--- config.mk ---
export PLATFORM = sky130hd
export DESIGN_NAME = smc_input_loader
export DESIGN_NICKNAME = d
export VERILOG_FILES = /design/src/rtl/smc_input_loader.sv
export SDC_FILE = /design/constraint.sdc
export NUM_CORES = 1
export LEC_CHECK = 0
export ABC_AREA = 1
export BUFFER_PORTS_ARGS = -buffer_cell sky130_fd_sc_hd__buf_4
export CAP_MARGIN = 20
export CORE_ASPECT_RATIO = 0.9
export CORE_MARGIN = 5
export CORE_UTILIZATION = 40
export CTS_BUF_LIST = sky130_fd_sc_hd__clkbuf_16
export DETAILED_ROUTE_END_ITERATION = 8
export PLACE_DENSITY_LB_ADDON = 0.1
export SYNTH_ARGS = -nofsm -noshare
export SYNTH_HDL_FRONTEND = slang
export SYNTH_SLANG_ARGS = --single-unit
--- constraint.sdc ---
create_clock -name clk -period 4.8 [get_ports clk]
set_clock_uncertainty 0.2 [all_clocks]
set_input_delay 0.72 -clock clk [delete_from_list [all_inputs] [get_ports clk]]
set_output_delay 0.72 -clock clk [all_outputs]
set_load 0.005 [all_outputs]
--- src/rtl/smc_input_loader.sv ---
// smc_input_loader
//   Upstream feeder for the SMC transistor-current block. Collects six
//   parameter beats (W, V_GS, V_DS) over a valid/ready stream into shadow
//   registers, then issues them as one frame of registered parallel operands
//   qualified by a one-cycle Enable pulse. After the issue the operands stay
//   frozen and in_ready stays low for HOLD_CYC cycles.
// Ports:
//   clk, reset          : rising-edge clock, asynchronous active-high reset
//   in_valid / in_ready : beat handshake (in_ready is registered)
//   in_mode             : frame mode, taken from beat 0 only
//   in_w/in_vgs/in_vds  : per-beat transistor parameters
//   in_last             : marks beat 5
//   mode, W_*, V_GS_*, V_DS_* : registered operands to SMC
//   Enable              : one-cycle pulse, new frame on the operands
//   frame_err           : one-cycle pulse, misframed input discarded
module smc_input_loader #(
   parameter int P_W      = 3,
   parameter int P_MODE   = 2,
   parameter int HOLD_CYC = 2
) (
   input  logic              clk,
   input  logic              reset,
   input  logic              in_valid,
   output logic              in_ready,
   input  logic [P_MODE-1:0] in_mode,
   input  logic [P_W-1:0]    in_w,
   input  logic [P_W-1:0]    in_vgs,
   input  logic [P_W-1:0]    in_vds,
   input  logic              in_last,
   output logic [P_MODE-1:0] mode,
   output logic [P_W-1:0]    W_0,
   output logic [P_W-1:0]    W_1,
   output logic [P_W-1:0]    W_2,
   output logic [P_W-1:0]    W_3,
   output logic [P_W-1:0]    W_4,
   output logic [P_W-1:0]    W_5,
   output logic [P_W-1:0]    V_GS_0,
   output logic [P_W-1:0]    V_GS_1,
   output logic [P_W-1:0]    V_GS_2,
   output logic [P_W-1:0]    V_GS_3,
   output logic [P_W-1:0]    V_GS_4,
   output logic [P_W-1:0]    V_GS_5,
   output logic [P_W-1:0]    V_DS_0,
   output logic [P_W-1:0]    V_DS_1,
   output logic [P_W-1:0]    V_DS_2,
   output logic [P_W-1:0]    V_DS_3,
   output logic [P_W-1:0]    V_DS_4,
   output logic [P_W-1:0]    V_DS_5,
   output logic              Enable,
   output logic              frame_err
);

   typedef enum logic [1:0] {COLLECT, ISSUE, HOLD} state_t;

   // HOLD lasts HOLD_CYC cycles: the counter runs HOLD_CYC-1 down to 0.
   localparam logic [3:0] HOLD_LOAD = (HOLD_CYC > 0) ? 4'(HOLD_CYC - 1) : 4'd0;

   state_t state, state_nxt;
   logic [2:0] beat_cnt, beat_cnt_nxt;
   logic [3:0] hold_cnt, hold_cnt_nxt;
   logic       xfer, at_last, good_frame, bad_frame;

   logic [P_MODE-1:0]     sh_mode;
   logic [5:0][P_W-1:0]   sh_w, sh_vgs, sh_vds;
   logic [5:0][P_W-1:0]   out_w, out_vgs, out_vds;

   always_comb begin
      xfer         = in_valid && in_ready && (state == COLLECT);
      at_last      = (beat_cnt == 3'd5);
      good_frame   = xfer && at_last && in_last;
      bad_frame    = xfer && (in_last != at_last);
      state_nxt    = state;
      beat_cnt_nxt = beat_cnt;
      hold_cnt_nxt = hold_cnt;
      case (state)
         COLLECT: begin
            if (good_frame) begin
               state_nxt    = ISSUE;
               beat_cnt_nxt = '0;
            end else if (bad_frame) begin
               beat_cnt_nxt = '0;
            end else if (xfer) begin
               beat_cnt_nxt = beat_cnt + 3'd1;
            end
         end
         ISSUE: begin
            if (HOLD_CYC == 0) begin
               state_nxt = COLLECT;
            end else begin
               state_nxt    = HOLD;
               hold_cnt_nxt = HOLD_LOAD;
            end
         end
         HOLD: begin
            if (hold_cnt == '0) state_nxt = COLLECT;
            else                hold_cnt_nxt = hold_cnt - 4'd1;
         end
         default: state_nxt = COLLECT;
      endcase
   end

   always_ff @(posedge clk or posedge reset) begin
      if (reset) begin
         state     <= COLLECT;
         beat_cnt  <= '0;
         hold_cnt  <= '0;
         in_ready  <= 1'b0;
         frame_err <= 1'b0;
      end else begin
         state     <= state_nxt;
         beat_cnt  <= beat_cnt_nxt;
         hold_cnt  <= hold_cnt_nxt;
         in_ready  <= (state_nxt == COLLECT);
         frame_err <= bad_frame;
      end
   end

   // The operand registers load on the edge that enters ISSUE so they change
   // together with Enable; slot 5 is taken straight from the inputs because
   // its shadow slot is being written on that same edge.
   always_ff @(posedge clk or posedge reset) begin
      if (reset) begin
         sh_mode <= '0;
         sh_w    <= '0;
         sh_vgs  <= '0;
         sh_vds  <= '0;
         mode    <= '0;
         out_w   <= '0;
         out_vgs <= '0;
         out_vds <= '0;
      end else begin
         if (xfer) begin
            sh_w[beat_cnt]   <= in_w;
            sh_vgs[beat_cnt] <= in_vgs;
            sh_vds[beat_cnt] <= in_vds;
            if (beat_cnt == 3'd0) sh_mode <= in_mode;
         end
         if (good_frame) begin
            mode         <= sh_mode;
            out_w[4:0]   <= sh_w[4:0];
            out_vgs[4:0] <= sh_vgs[4:0];
            out_vds[4:0] <= sh_vds[4:0];
            out_w[5]     <= in_w;
            out_vgs[5]   <= in_vgs;
            out_vds[5]   <= in_vds;
         end
      end
   end

   assign Enable = (state == ISSUE);

   assign W_0 = out_w[0];
   assign W_1 = out_w[1];
   assign W_2 = out_w[2];
   assign W_3 = out_w[3];
   assign W_4 = out_w[4];
   assign W_5 = out_w[5];
   assign V_GS_0 = out_vgs[0];
   assign V_GS_1 = out_vgs[1];
   assign V_GS_2 = out_vgs[2];
   assign V_GS_3 = out_vgs[3];
   assign V_GS_4 = out_vgs[4];
   assign V_GS_5 = out_vgs[5];
   assign V_DS_0 = out_vds[0];
   assign V_DS_1 = out_vds[1];
   assign V_DS_2 = out_vds[2];
   assign V_DS_3 = out_vds[3];
   assign V_DS_4 = out_vds[4];
   assign V_DS_5 = out_vds[5];

endmodule

# [Word-level counts from Yosys, hierarchy flattened]
# Index checks and enable logic that the tools add are counted.
[classes] add_sub_neg=2 n_lt_le_gt_ge=2 eq_ne=5 mux=13 reduce_logical=15
[op_table] cell="$bwmux 18" count=3
[op_table] cell="$mux 3" count=4
[op_table] cell="$demux 3 s3" count=1
[op_table] cell="$pmux 4 s2" count=1
[op_table] cell="$logic_and 1x1->1" count=6
[op_table] cell="$pmux 2 s3" count=1
[op_table] cell="$reduce_and 2->1" count=3
[op_table] cell="$logic_not 2->1" count=2
[op_table] cell="$logic_not 4->1" count=1
[op_table] cell="$lt 3x4->1 const B" count=1
[op_table] cell="$mux 2" count=2
[op_table] cell="$mux 4" count=1
[op_table] cell="$sub 4x1->4 const B" count=1
[op_table] cell="$add 3x1->3 const B" count=1
[op_table] cell="$eq 3x3->1 const B" count=1
[op_table] cell="$ge 3x1->1 const B" count=1
[op_table] cell="$logic_not 3->1" count=1
[op_table] cell="$reduce_bool 3->1" count=1
[op_table] cell="$eq 2x1->1 const B" count=1
[op_table] cell="$eq 2x2->1 const B" count=1
[op_table] cell="$ne 2x2->1 const B" count=1
[op_table] cell="$reduce_bool 2->1" count=1
[op_table] cell="$ne 1x1->1" count=1
[totals] regBits=123 inputBits=15 output_inout_bits=59 word_cells=80

# [Logic depth before layout (Yosys ltp)]
[depth] depth_word=7 depth_mapped=10 mapped_depth_nobuf=8

# [Worst setup path after synthesis]
# OpenSTA, ideal clock, no wires.
[synth_timing] path_type="input-to-reg" startpoint="input in_valid" endpoint="register out_vds, in the netlist V_DS_3[0]" setup_time_ns=0.116 arrival_ns=1.434 required_ns=4.484 slack_ns=3.049 stages=7 n_path_buf=2 path_cell_list="nand2_2 nor2_8 nand2_2 buf_6 buf_2 nand2_1 nand2_1"
[synth_via] elab_chain_cells=4
[synth_lines] item="start: declaration" line_no="23" source="input logic in_valid,"
[synth_lines] item="$logic_and 1x1->1 (2 in a row)" line_no="68" source="xfer = in_valid && in_ready && (state == COLLECT);"
[synth_lines] item="$logic_and 1x1->1 (2 in a row)" line_no="70" source="good_frame = xfer && at_last && in_last;"
[synth_lines] item="end: declaration" line_no="65" source="logic [5:0][P_W-1:0] out_w, out_vgs, out_vds;"
# No other way between the ends.
# A chain may end at the register's enable or synchronous reset.

# [Final worst setup path]
[layout_timing] startpoint="register state[0]" endpoint="register out_w, in the netlist W_4[2]"
[layout_via] elab_chain_cells=4
[layout_lines] item="start: declaration" line_no="58" source="state_t state, state_nxt;"
[layout_lines] item="start signal: assignment" line_no="110" source="state <= state_nxt;"
[layout_lines] item="$logic_not 2->1" line_no="68"
[layout_lines] item="$logic_and 1x1->1" line_no="68"
[layout_lines] item="$logic_and 1x1->1 (2 in a row)" line_no="70"
[layout_lines] item="end: declaration" line_no="65"
# No other way between the ends.

==> results.yml <==
clock_network:
  post_cts_resized: 0
  cts_tree: "built"
  cts.htree.levels: 4
  ctsHoldBuffers: 0
  post-cts-setup-buffer-count: 0
  clkLatencyLatePin_ns: 0.41
  clock_path_buffers: 2
  path_clk_slew_ns: 0.05
  cts_sinks: 114
  cts-root-buf: "clkbuf_16"
  cts_inserted_buffers: 17
synthesis:
  yosys.area_share.adder_pct: 1.34
  synth_top_area_share_pct: 60.9
  synthMuxAreaShare_pct: 0
  yosys.area.top_type: "dfrtp_1"
  yosys.cell_types.count: 24
  synthSimpleGateAreaFrac_pct: 27.6
  synth_compound_area_share_pct: 4.65
  synth-seq-cells: 114
  syn_nets: 522
  synth_area_um2: 4680
  postSynthAreaPerCell_um2: 9.33
  synth_top_family_by_area: "simple AND/OR/NAND/NOR gates"
  yosysWarnings: 0
  synth-seq-area-share_pct: 60.9
  synthXorXnorAreaFrac_pct: 0.187
  synth_cells: 502
  synthTopCellsByArea: "dfrtp_1 (61%), nand2_1 (20%), nand3_1 (3.7%)"
critical_path:
  arrival_ns: 2.49
  cp.required_ns: 4.94
  cp-start-kind: "flop"
  critPathKind: "flop to flop"
  cp_cell_sequence: "inv_2 -> nand2_4 -> nor2_8 -> nand2_2 -> inv_2 -> nand2_1 -> nand2_1"
  r2r-end: "W_4[2]"
  cp-end-kind: "flop"
  max_stage_delay_ns: 0.68
  r2r_start: "state[0]"
  r2r_cells: 7
  r2r_slack_ns: 2.46
  crit_path_start: "state[0]"
  crit_path_top_delay_cell: "inv_2"
  path_max_fanout: 49
power_and_ir_drop:
  intPower_w: 0.00259
  ir_worst_vdd_v: 0.000358
  power_density_nw_per_um2: 655
  clockPowerShare_pct: 30.4
  p_switching_w: 0.00125
  power_frac_comb_pct: 28.1
  seqPwrFrac_pct: 41.5
  leakage_nw: 3.24
  p_sw_share_pct: 32.5
sta:
  period_needed_ns: 2.34
  final_max_slew_viol_count: 0
  finalCritPeriodShare_pct: 48.8
  timing.final.ws_setup_ns: 2.46
  worstMarginPinSlew_ns: 0.895
  final-setup-viol-count: 0
  clock.fmax_mhz: 427
  whs_ns: 0.108
  rsz0062_at_grt: "no"
  hold_viol: 0
  setup_tns_ns: 0
  relSlewSlack_pct: 40.3
drt:
  firstDrtPassIters: 4
  finalWirelength_mm: 10.4
  ant_nets: 0
  drcViolationCount: 0
  post_drt_wl_per_cell_um: 13.9
  via_count: 3450
  via_per_inst: 4.61
  first_iter_violations: 195
run_status:
  status: "complete, no violations"
placement:
  routabilityCongestion: 0.742
  io_buffers: 73
  place_ws_ns: 2.03
  dp_hpwl_mm: 6.59
  place_inst: 715
floorplan:
  die_h_um: 113
  core_um2: 11400
  die_x_um: 124
  num_rows: 37
  start_util_pct: 40.9
  dieArea_um2: 14000
  io_pins: 74
final_layout:
  nFillCells: 1098
  fin_cells: 748
  fin_util_pct: 51.4
  diodes: 0
  seqCellArea_um2: 2850
  area_delta_synth_final_pct: 25.4
  multi_input_area_um2: 1580
  drive_above_1_share_pct: 24.5
  layout.nets: 599
global_routing:
  grt_pass1_wl_mm: 17.9
  grt_pass1_vias: 3581
  grt_max_degree: 85
  grt.overflow.total: 0
  track_usage_pct: 16.5
  antenna_found_initial: 0
hold_path:
  hold_class: "input pin to async pin"
run:
  maxCapViolations: 0
-- critical path: cells and delay by family (launching register included) --
kind | cells | cell delay [ns]
buffers and inverters | 2 | 0.76
flip-flops | 1 | 0.40
AND/OR/NAND/NOR | 5 | 0.91
-- synthesized netlist by cell type, drive strengths merged --
cell,number
xor2,1
dfrtp,114
nor3,2
clkbuf,1
a21oi,2
inv,26
o21ai,28
nand2,256
buf,17
nand4,3
ha,5
nor2,12
nand3,35
-- cells in the final DEF (no fill, tap or decap) --
| master | count |
|---|---|
| nor3_1 | 1 |
| nor2_4 | 3 |
| xor2_1 | 1 |
| buf_4 | 75 |
| inv_1 | 20 |
| o21ai_0 | 7 |
| inv_2 | 5 |
| nand4_1 | 3 |
| nand3_1 | 35 |
| dfrtp_1 | 114 |
| clkinv_2 | 10 |
| nand2_2 | 7 |
| nand2_1 | 247 |
| nor3_4 | 1 |
| clkbuf_16 | 17 |
| o21ai_2 | 18 |
| inv_4 | 2 |
| nor2_8 | 1 |
| clkinv_1 | 1 |
| bufinv_16 | 2 |
| nor2_1 | 8 |
| ha_1 | 5 |
| clkinvlp_4 | 1 |
| a21oi_1 | 2 |
| nand2_4 | 2 |
| o21ai_1 | 3 |
| buf_16 | 1 |
-- cell type report --
cell class / instances / share of cell area [%]
well taps: 156 / 3.32
repair buffers: 76 / 10.1
flip-flops and latches: 114 / 48.6
multi-input cells: 344 / 26.9
clock buffers: 17 / 7.24
inverters: 26 / 1.75
clock inverters: 15 / 2.13
-- metal layers --
| metal | GRT usage, % | vias up | wire, um | share of wire, % |
|---|---|---|---|---|
| met1 | 22.1 | 1637 | 4990 | 48 |
| met3 | 5.14 | 12 | 509 | 4.9 |
| met2 | 25.2 | 72 | 4740 | 46 |
| met4 | 6.20 | 0 | 146 | 1.4 |
| met5 | 0 | - | 0 | 0 |
| li1 | - | 1729 | - | - |
-- power groups by stage --
stage / combinational, W / clock, W / sequential [W]
2_1_floorplan: 0.000670 / 0 / 0.00157
3_3_place_gp: 0.00108 / 0 / 0.00160
3_5_place_dp: 0.00110 / 0 / 0.00161
4_1_cts: 0.00111 / 0.00119 / 0.00160
5_1_grt: 0.00125 / 0.00124 / 0.00165
6_report: 0.00108 / 0.00117 / 0.00159
-- logic make-up (layout without fill, tap and decap cells) --
group           count (synthesis)  count (layout)
xor+xnor                        1               1
fa+ha+maj                       5               5
compound gates                 30              30
flops                         114             114
simple gates                  308             308
buf+inv                        44             134
-- stage by stage --
step / total power (W) / area [um2]
3_3_place_gp: 0.00268 / 5300
5_1_grt: 0.00414 / 5870
2_1_floorplan: 0.00224 / 4680
4_1_cts: 0.00390 / 5850
3_5_place_dp: 0.00271 / 5300
6_report: 0.00384 / 5870
-- state kept, by name (all words and copies together) (netlist names), 4 cells and up --
signal	flops
sh_vds	15
sh_vgs	15
sh_w	15
hold_cnt	4
-- worst max path at each step --
stage	slack [ns]	cells past startpoint	endpoint
floorplan	0.86	1	V_DS_0[0]
global placement	2.08	7	W_4[2]
detailed placement	2.03	7	W_4[2]
CTS	2.42	7	W_4[2]
global route	2.22	7	W_4[2]
finish	2.46	7	W_4[2]
Note: power is estimated with default switching activity, not from simulation.
